**config.mk**
```make
export PLATFORM = sky130hd
export DESIGN_NAME = sram_controller
export DESIGN_NICKNAME = d
export VERILOG_FILES = /design/src/rtl/sram_controller.sv
export SDC_FILE = /design/constraint.sdc
export NUM_CORES = 1
export LEC_CHECK = 0
export ABC_AREA = 1
export BUFFER_PORTS_ARGS = -buffer_cell sky130_fd_sc_hd__clkbuf_2
export CAP_MARGIN = 20
export CELL_PAD_IN_SITES_DETAIL_PLACEMENT = 0
export CELL_PAD_IN_SITES_GLOBAL_PLACEMENT = 1
export CORE_MARGIN = 2
export CORE_UTILIZATION = 38
export DETAILED_ROUTE_END_ITERATION = 8
export HOLD_SLACK_MARGIN = 0.06
export PLACE_DENSITY = 0.76
export SETUP_SLACK_MARGIN = 0.15
export SLEW_MARGIN = 20
export SYNTH_ARGS = -nofsm -noshare
export SYNTH_HDL_FRONTEND = slang
export SYNTH_SLANG_ARGS = --single-unit
```
**constraint.sdc**
```tcl
create_clock -name clk -period 2.6 [get_ports clk]
set_input_delay 0.52 -clock clk [delete_from_list [all_inputs] [get_ports clk]]
set_output_delay 0.52 -clock clk [all_outputs]
set_load 0.05 [all_outputs]
```
**src/rtl/sram_controller.sv**
```systemverilog
// -----------------------------------------------------------------------------
// sram_controller
//
// Runs the data-memory accesses of the EX/MEM stage on an external 16-bit
// asynchronous SRAM. A 32-bit load or store is done as two 16-bit halves, low
// half first and then high half. Each half is held for WAIT_CYCLES cycles.
// `ready` stays low for the whole access, which stalls the pipeline.
//
// Parameters
//   ADDR_W       SRAM word address width (16-bit words)
//   WAIT_CYCLES  cycles each half-access is held (2..15)
//   BASE_ADDR    byte address that maps to SRAM word 0
//
// Ports
//   clk        in   rising-edge clock
//   rst        in   asynchronous reset, active-low
//   rdEn       in   load request
//   wrEn       in   store request (takes priority over rdEn)
//   address    in   32-bit byte address
//   writeData  in   32-bit store data
//   readData   out  load result, held until the next load completes
//   ready      out  1 = pipeline may advance, 0 = stall
//   sramAddr   out  SRAM word address
//   sramDqOut  out  data driven toward the SRAM pad
//   sramDqOe   out  1 = drive sramDqOut onto the pad
//   sramDqIn   in   data returned from the SRAM pad
//   sramWeN    out  SRAM write enable, active-low
//   sramOeN    out  SRAM output enable, active-low
// -----------------------------------------------------------------------------
module sram_controller #(
  parameter int ADDR_W      = 18,
  parameter int WAIT_CYCLES = 4,
  parameter int BASE_ADDR   = 1024
) (
  input  logic              clk,
  input  logic              rst,
  input  logic              rdEn,
  input  logic              wrEn,
  input  logic [31:0]       address,
  input  logic [31:0]       writeData,
  output logic [31:0]       readData,
  output logic              ready,
  output logic [ADDR_W-1:0] sramAddr,
  output logic [15:0]       sramDqOut,
  output logic              sramDqOe,
  input  logic [15:0]       sramDqIn,
  output logic              sramWeN,
  output logic              sramOeN
);

  // 4 bits hold the largest legal WAIT_CYCLES (15).
  localparam int              CNT_W    = 4;
  localparam logic [CNT_W-1:0] LAST_CNT = CNT_W'(WAIT_CYCLES - 1);

  typedef enum logic [1:0] {
    IDLE,
    LOW,
    HIGH,
    DONE
  } stateT;

  stateT             state, stateNext;
  logic [CNT_W-1:0]  counter, counterNext;
  logic              opWrite, opWriteNext;
  logic [ADDR_W-2:0] wordAddr, wordAddrNext;
  logic [31:0]       wrData, wrDataNext;

  logic              req;
  logic              halfDone;
  logic [31:0]       offset;
  logic              unusedOffsetBits;

  // Next values of the pad registers.
  logic [ADDR_W-1:0] sramAddrNext;
  logic [15:0]       sramDqOutNext;
  logic              sramDqOeNext;
  logic              sramWeNNext;
  logic              sramOeNNext;

  assign req      = rdEn | wrEn;
  assign halfDone = (counter == LAST_CNT);

  // The SRAM is addressed in 32-bit words, and each word uses two 16-bit
  // locations. The subtraction is modulo 2^32, so addresses below BASE_ADDR
  // wrap to the top of the SRAM without any error.
  assign offset = address - 32'(BASE_ADDR);
  // The byte-lane bits and the bits above the SRAM size have no effect.
  assign unusedOffsetBits = ^{offset[31:ADDR_W+1], offset[1:0]};

  // ready depends on both state and request. An idle cycle that carries a
  // request already counts as a stall cycle.
  assign ready = ((state == IDLE) && !req) || (state == DONE);

  // ---------------------------------------------------------------------------
  // State register
  // ---------------------------------------------------------------------------
  // NOTE: every flop is updated with a non-blocking assignment. Then all
  // registers sample values from before the edge, whatever order the
  // statements are in.
  always_ff @(posedge clk or negedge rst) begin
    if (!rst) begin
      state    <= IDLE;
      counter  <= '0;
      opWrite  <= 1'b0;
      wordAddr <= '0;
      wrData   <= '0;
    end else begin
      state    <= stateNext;
      counter  <= counterNext;
      opWrite  <= opWriteNext;
      wordAddr <= wordAddrNext;
      wrData   <= wrDataNext;
    end
  end

  // ---------------------------------------------------------------------------
  // Next-state logic. The request is sampled only in IDLE. After that the
  // access runs to completion, whatever happens on the inputs.
  // ---------------------------------------------------------------------------
  // NOTE: each variable gets a default before the case statement. A path that
  // leaves one unassigned would otherwise infer a latch.
  always_comb begin
    stateNext    = state;
    counterNext  = counter;
    opWriteNext  = opWrite;
    wordAddrNext = wordAddr;
    wrDataNext   = wrData;

    unique case (state)
      IDLE: begin
        if (req) begin
          opWriteNext  = wrEn;
          wordAddrNext = offset[ADDR_W:2];
          wrDataNext   = writeData;
          counterNext  = '0;
          stateNext    = LOW;
        end
      end
      LOW: begin
        if (halfDone) begin
          counterNext = '0;
          stateNext   = HIGH;
        end else begin
          counterNext = counter + CNT_W'(1);
        end
      end
      HIGH: begin
        if (halfDone) begin
          counterNext = '0;
          stateNext   = DONE;
        end else begin
          counterNext = counter + CNT_W'(1);
        end
      end
      DONE: begin
        stateNext = IDLE;
      end
      default: begin
        stateNext = IDLE;
      end
    endcase
  end

  // ---------------------------------------------------------------------------
  // Pad drive. No combinational path reaches the pads. Each pad register is
  // loaded from the state the controller is about to enter, so its value
  // lines up exactly with that state's cycles.
  // ---------------------------------------------------------------------------
  always_comb begin
    sramAddrNext  = sramAddr;
    sramDqOutNext = sramDqOut;
    sramDqOeNext  = 1'b0;
    sramWeNNext   = 1'b1;
    sramOeNNext   = 1'b1;

    if ((stateNext == LOW) || (stateNext == HIGH)) begin
      sramAddrNext = {wordAddrNext, (stateNext == HIGH)};
      if (opWriteNext) begin
        sramDqOutNext = (stateNext == HIGH) ? wrDataNext[31:16] : wrDataNext[15:0];
        sramDqOeNext  = 1'b1;
        // The last cycle of each half keeps address and data stable while the
        // write strobe is high. This gives hold time on the asynchronous part.
        sramWeNNext   = (counterNext == LAST_CNT);
      end else begin
        sramOeNNext = 1'b0;
      end
    end
  end

  always_ff @(posedge clk or negedge rst) begin
    if (!rst) begin
      sramAddr  <= '0;
      sramDqOut <= '0;
      sramDqOe  <= 1'b0;
      sramWeN   <= 1'b1;
      sramOeN   <= 1'b1;
    end else begin
      sramAddr  <= sramAddrNext;
      sramDqOut <= sramDqOutNext;
      sramDqOe  <= sramDqOeNext;
      sramWeN   <= sramWeNNext;
      sramOeN   <= sramOeNNext;
    end
  end

  // ---------------------------------------------------------------------------
  // Load result. Each half is captured at the end of its final cycle, when the
  // SRAM output has had the whole hold window to settle. A reset during an
  // access discards whatever has been captured so far.
  // ---------------------------------------------------------------------------
  always_ff @(posedge clk or negedge rst) begin
    if (!rst) begin
      readData <= '0;
    end else if (!opWrite && halfDone) begin
      if (state == LOW) begin
        readData[15:0] <= sramDqIn;
      end else if (state == HIGH) begin
        readData[31:16] <= sramDqIn;
      end
    end
  end

endmodule

```
==> impl_metrics.json, run 1 <==
{
  "cts_buffers": 17,
  "ir_worst_vdd_uv": 547,
  "antenna_left": 0,
  "cp_max_fo": 5,
  "track_usage_pct": 17.9,
  "grt_max_degree": 56,
  "ys.flop_type": "dfrtp_1",
  "synth_cell_types": 27,
  "postLayoutCoreUtil_pct": 49.8,
  "async_reset_ff_share_pct": 100,
  "grt-ovfl-total": 0,
  "drcViolationCount": 0,
  "max_freq_mhz": 434,
  "tightest_slew_ns": 0.553,
  "hold_viol_final": 0,
  "nFillCells": 1352,
  "synth_top_area_share_pct": 58.1,
  "routabilityCongestion": 0.830,
  "finalSetupViolCount": 0,
  "h-tree-depth": 4,
  "busiest_layer": "met2",
  "drt_iter0_markers": 264,
  "antenna_cells": 0,
  "cts_tree": "done",
  "dieWidth_um": 122,
  "rows": 43,
  "cp_slowest_stage_delay_ns": 0.40,
  "core_area_sq_mm": 0.0138,
  "clock_latency_ns": 0.41,
  "layout-drive-gt1-share_pct": 25.9,
  "clk_path_buf_depth": 2,
  "switching_share_pct": 46.8,
  "endpoint_kind": "primary output",
  "yosys.area.top_type": "dfrtp_1",
  "nets": 850,
  "fin_tns_setup_ns": 0,
  "io_pins": 154,
  "die_h_um": 122,
  "dpl.hpwl_mm": 8.30,
  "wl_per_cell_um": 13.2,
  "met3_usage_pct": 5.34,
  "grt_pass1_vias": 4317,
  "path_cells": "inv_1 -> ha_1 -> nand2_1 -> nand2_1 -> clkbuf_4",
  "first_pass_iters": 5,
  "hold_class": "in2reg",
  "synth_area_leaders": "dfrtp_1, nand2_1, nand3_1",
  "clk_pin_slew_ns": 0.06,
  "start_kind": "flip-flop",
  "pwr-share-comb_pct": 50.0,
  "die_area_sq_mm": 0.0149,
  "power.density_mw_per_mm2": 1670,
  "synthesis.nets": 700,
  "routed_wl_mm": 12.5,
  "cp_top_family": "flip-flops",
  "yosysMostFrequentCell": "nand2_1",
  "power_frac_clock_pct": 21.0,
  "slew_headroom_pct": 63.1,
  "crit_arrival_ns": 1.78,
  "grt_pass1_wl_mm": 20.5,
  "slew_violations": 0,
  "viasPerCell": 4.63,
  "area_delta_synth_final_pct": 29.4,
  "fin_crit_sh_pct": 88.6,
  "start_util_pct": 38.5,
  "crit_path_frequent_cell": "nand2_1",
  "status": "finished clean",
  "vias": 4405,
  "p_sw_mw": 5.36,
  "netlist_area_sq_mm": 0.00530,
  "p_total_mw": 11.5,
  "timing.hold.ws_ns": 0.325,
  "syn_inst": 609,
  "yosysSeqAreaShare_pct": 59.1,
  "leakagePower_nw": 3.79,
  "cts.sinks": 125,
  "use_met2_pct": 27.9,
  "post-route-min-period_ns": 2.30,
  "rsz0062_at_grt": "false",
  "critPathBufInv": 2,
  "ys_ff_latch": 125,
  "crit_type": "reg2out",
  "antenna_found_initial": 0,
  "cp_slowest_cell": "dfrtp_1",
  "fin_skew_ns": 0.00998,
  "pwr-share-seq_pct": 29.0,
  "max_cap_violations": 0,
  "synth_top_cells_by_count": "nand2_1, dfrtp_1, nand3_1",
  "ys_warn_count": 0,
  "avgSynthCellArea_sq_um": 8.70,
  "required_ns": 2.08,
  "clockRootBuffer": "clkbuf_16",
  "port_buffers": 138,
  "p_int_mw": 6.09,
  "grtUsageMet1_pct": 23.4,
  "synth-edff-count": 0
}
## worst paths after layout
kind                         startpoint     endpoint  slack [ns]  cells after the start
hold / removal             writeData[1]    wrData[1]        0.32                      3
min in group asynchronous           rst  readData[2]        0.62                      2
setup / recovery               state[1]        ready        0.30                      5
setup reg to reg             counter[0]  sramAddr[1]        0.44                     10
max in group asynchronous           rst      sramOeN        1.28                      3
hold reg to reg              wrData[31]   wrData[31]        0.47                      2
## sequential cells by signal, summed over array words and instances (netlist names)
name       count
sramDqOut     16
sramAddr      18
wrData        32
readData      32
state          2
sramDqOe       1
counter        4
sramOeN        1
opWrite        1
wordAddr      17
sramWeN        1
## timing repair
| action | CTS | global route |
|---|---|---|
| hold endpoints to repair | 9 | 0 |
| gates resized for setup | 2 | 8 |
| pin swaps | 0 | 1 |
| buffers inserted | 4 | 0 |
| cloned | 1 | 0 |
| setup endpoints to repair | 12 | 40 |
| hold buffers | 1 | 0 |
## layout by cell type, fill, tap and decap left out, drive strengths merged
cell | synthesis | routed
a21boi | 1 | 1
a21oi | 2 | 2
a31oi | 9 | 9
buf | 17 | 16
bufinv | 0 | 3
clkbuf | 7 | 162
clkinv | 1 | 4
clkinvlp | 0 | 3
dfrtp | 123 | 123
dfstp | 2 | 2
dlygate4sd3 | 0 | 1
ha | 7 | 7
inv | 49 | 48
nand2 | 244 | 244
nand3 | 67 | 67
nand3b | 1 | 1
nand4 | 1 | 1
nor2 | 25 | 25
o211ai | 1 | 1
o21ai | 46 | 46
or2 | 5 | 5
xor2 | 1 | 1
## power by group through the flow
| stage | sequential (mW) | combinational [mW] | clock, mW |
|---|---|---|---|
| after detailed placement | 3.34 | 5.47 | 0 |
| after floorplan | 4.97 | 2.59 | 0 |
| after global placement | 3.31 | 5.36 | 0 |
| after CTS | 3.33 | 5.70 | 2.47 |
| final | 3.32 | 5.73 | 2.41 |
| after global routing | 3.42 | 6.33 | 2.56 |
## worst reg2reg max path: cells and delay by family, from the launching register on
kind	cells	cell delay, ns
buf+inv	2	0.27
fa+ha+maj	2	0.64
simple gates	2	0.23
flops	1	0.42
compound gates	4	0.49
## layer usage
layer / vias up / share of wire, %
met5: - / 0
met4: 0 / 1.0
met3: 8 / 5.9
met2: 127 / 46
met1: 2043 / 47
li1: 2227 / -
## kinds of logic (layout without fill, tap and decap cells)
logic type               Yosys count  in the layout  synth area share, %
flip-flops                       125            125                 59.1
adder cells (fa/ha/maj)            7              7                 1.65
AO/OA/AOI/OAI                     59             59                 5.88
buffers and inverters             74            237                 6.54
XOR/XNOR                           1              1                0.165
AND/OR/NAND/NOR                  343            343                 26.7
## layout make-up
| class | count | area (sq um) | share of cell area [%] |
|---|---|---|---|
| inverter | 50 | 196 | 2.86 |
| clock buffer | 25 | 495 | 7.22 |
| sequential | 125 | 3130 | 45.6 |
| tap | 180 | 225 | 3.28 |
| timing repair inverter | 1 | 7.51 | 0.109 |
| timing repair buffer | 154 | 842 | 12.3 |
| clock inverter | 7 | 113 | 1.64 |
| multi-input combinational | 410 | 1850 | 26.9 |
## through the flow
| step | setup slack [ns] | instance area [sq um] | std cells |
|---|---|---|---|
| after global placement | 0.185 | 6170 | 914 |
| final | 0.298 | 6860 | 952 |
| after global routing | 0.166 | 6860 | 952 |
| after detailed placement | 0.0908 | 6170 | 914 |
| after floorplan | 0.230 | 5300 | 609 |
| after CTS | 0.184 | 6830 | 952 |
Power figures use the tool's default switching activity.
==> inputs of run 2 (changes only) <==
--- a/config.mk
+++ b/config.mk
@@ -5,17 +5,17 @@
 export SDC_FILE = /design/constraint.sdc
 export NUM_CORES = 1
 export LEC_CHECK = 0
-export ABC_AREA = 1
 export BUFFER_PORTS_ARGS = -buffer_cell sky130_fd_sc_hd__clkbuf_2
 export CAP_MARGIN = 20
 export CELL_PAD_IN_SITES_DETAIL_PLACEMENT = 0
 export CELL_PAD_IN_SITES_GLOBAL_PLACEMENT = 1
 export CORE_MARGIN = 2
-export CORE_UTILIZATION = 38
+export CORE_UTILIZATION = 42
 export DETAILED_ROUTE_END_ITERATION = 8
 export HOLD_SLACK_MARGIN = 0.06
 export PLACE_DENSITY = 0.76
 export SETUP_SLACK_MARGIN = 0.15
+export SKIP_LAST_GASP = 1
 export SLEW_MARGIN = 20
 export SYNTH_ARGS = -nofsm -noshare
 export SYNTH_HDL_FRONTEND = slang
==> run 2 against run 1 <==
Compared with the run above: utilization up 6.9 points; critical path type is now reg2reg; hold slack lost 0.24 ns; sequential share of layout area is 1.6 points lower; wire length is 11% lower; via count down 23%; register-to-register slack lost 0.28 ns.
==> impl_metrics.json, run 2 <==
{
  "avgSynthCellArea_sq_um": 14.6,
  "fin_area_sq_mm": 0.00710,
  "fin_cells": 712,
  "cts_buffers": 17,
  "layout_common_cells": "clkbuf_2, dfrtp_1, mux2_2",
  "synth-edff-count": 0,
  "netlist_area_sq_mm": 0.00533,
  "dieWidth_um": 117,
  "fin_tns_setup_ns": 0,
  "postLayoutCoreUtil_pct": 56.7,
  "track_usage_pct": 17.4,
  "first_pass_iters": 4,
  "die_area_sq_mm": 0.0136,
  "synth_top_cells_by_count": "dfrtp_1, mux2_2, mux2_4",
  "max_cap_violations": 0,
  "fin_crit_sh_pct": 94.0,
  "rows": 41,
  "grt_max_degree": 52,
  "finalSetupViolCount": 0,
  "clock_latency_ns": 0.41,
  "yosysSeqAreaShare_pct": 58.8,
  "fin_skew_ns": 0.00810,
  "die_h_um": 117,
  "viasPerCell": 4.79,
  "io_pins": 154,
  "async_reset_ff_share_pct": 100,
  "antenna_cells": 0,
  "ys_ff_latch": 125,
  "rsz0062_at_grt": "true",
  "start_util_pct": 42.6,
  "clk_pin_slew_ns": 0.05,
  "cts.sinks": 125,
  "ys_warn_count": 0,
  "cts_tree": "done",
  "vias": 3407,
  "reg2reg_from": "counter[1]",
  "start_kind": "flip-flop",
  "drcViolationCount": 0,
  "hold_viol_final": 0,
  "crit_arrival_ns": 2.74,
  "antenna_found_initial": 0,
  "placed_area_sq_mm": 0.00626,
  "routed_wl_mm": 11.2,
  "wl_per_cell_um": 15.7,
  "yosys.area.top_type": "dfrtp_1",
  "reg_top3": "readData x32, wrData x32, sramAddr x18",
  "drt_iter0_markers": 126,
  "routabilityCongestion": 0.713,
  "synth_top_area_share_pct": 57.8,
  "dpl.hpwl_mm": 7.23,
  "h-tree-depth": 4,
  "hold_class": "in2async",
  "max_freq_mhz": 409,
  "clk_path_buf_depth": 2,
  "grt_pass1_wl_mm": 17.4,
  "ys.flop_type": "dfrtp_1",
  "post-route-min-period_ns": 2.44,
  "core_area_sq_mm": 0.0125,
  "crit_type": "reg2reg",
  "port_buffers": 138,
  "crit_path_start": "counter[1]",
  "synth_area_leaders": "dfrtp_1, mux2_2, mux2_4",
  "slew_violations": 0,
  "endpoint_kind": "flip-flop",
  "syn_inst": 365,
  "synthesis.nets": 456,
  "grt_pass1_vias": 3502,
  "layout-drive-gt1-share_pct": 57.0,
  "area_delta_synth_final_pct": 33.3,
  "status": "finished clean",
  "required_ns": 2.89,
  "slew_headroom_pct": 61.9,
  "yosysMostFrequentCell": "dfrtp_1",
  "antenna_left": 0,
  "nets": 618,
  "place_inst": 668,
  "synth_cell_types": 44,
  "grt-ovfl-total": 0,
  "final_common_cell": "clkbuf_2",
  "cp_max_fo": 8,
  "ff2ff_setup_slack_ns": 0.16,
  "hold_buffers": 0,
  "clockRootBuffer": "clkbuf_16",
  "tightest_slew_ns": 0.570
}
==> run 2: changes by cell type after synthesis, sizes merged, moves of 12 or more <==
cell,before,now
nor2,25,13
nand2,244,34
nand3,67,1
o21ai,46,6
mux2,0,112
inv,49,6
==> run 2: worst max-delay path: stages (launching register included) <==
cell	delay (ns)
dfrtp_1	0.37
ha_2	0.18
or3b_4	0.44
a21oi_4	0.20
a2bb2oi_4	0.19
ha_4	0.23
nor2b_4	0.16
buf_6	0.13
buf_16	0.13
mux2_4	0.29
==> run 2: metal layers <==
metal | share of wire (%) | track usage, %
met3 | 7.0 | 7.21
met2 | 48 | 26.9
met1 | 43 | 21.5
met4 | 1.7 | 7.45
met5 | 0 | 0
==> run 2: cell type report <==
type	count	area (sq um)
fill	1088	5420
inverter	6	22.5
clock inverter	6	105
timing repair buffer	159	968
sequential	125	3130
multi-input combinational	218	2150
clock buffer	26	509
tap	172	215
==> run 2: final timing paths <==
path	endpoint	cells after the start
worst min-delay path	counter[3]	1
min in group clk	wordAddr[0]	3
worst max-delay path	sramDqOut[1]	9
worst max register to register	sramDqOut[1]	9
worst min register to register	wordAddr[0]	2
max in group asynchronous	readData[3]	2
==> run 2: per-stage QoR <==
stage,hold slack (ns),worst slack [ns]
3_5_place_dp,0.458,-0.0284
6_report,0.0896,0.157
3_3_place_gp,0.451,0.0501
2_1_floorplan,0.224,-0.133
4_1_cts,0.0896,0.154
5_1_grt,0.112,0.0827
==> run 2: kinds of logic (layout without fill, tap and decap cells) <==
group / count (synthesis) / after routing / synth area share [%]
AO/OA/AOI/OAI: 29 / 29 / 3.71
XOR/XNOR: 3 / 3 / 0.493
adder cells (fa/ha/maj): 7 / 7 / 1.64
buffers and inverters: 22 / 197 / 2.56
flip-flops: 125 / 125 / 58.8
multiplexers: 112 / 112 / 26.8
AND/OR/NAND/NOR: 67 / 67 / 6.04
==> run 2: what timing repair did <==
action                                  4_1_cts  5_1_grt
buffers inserted                              7        3
pin swaps                                     1        4
resized for setup                             6       10
hold endpoints to repair                      0        0
gates cloned                                  2        0
endpoints found under the setup margin       32       34
Power of run 2 is not shown: default switching activity piles up to over one toggle a cycle in this logic, so the estimate is an artifact.
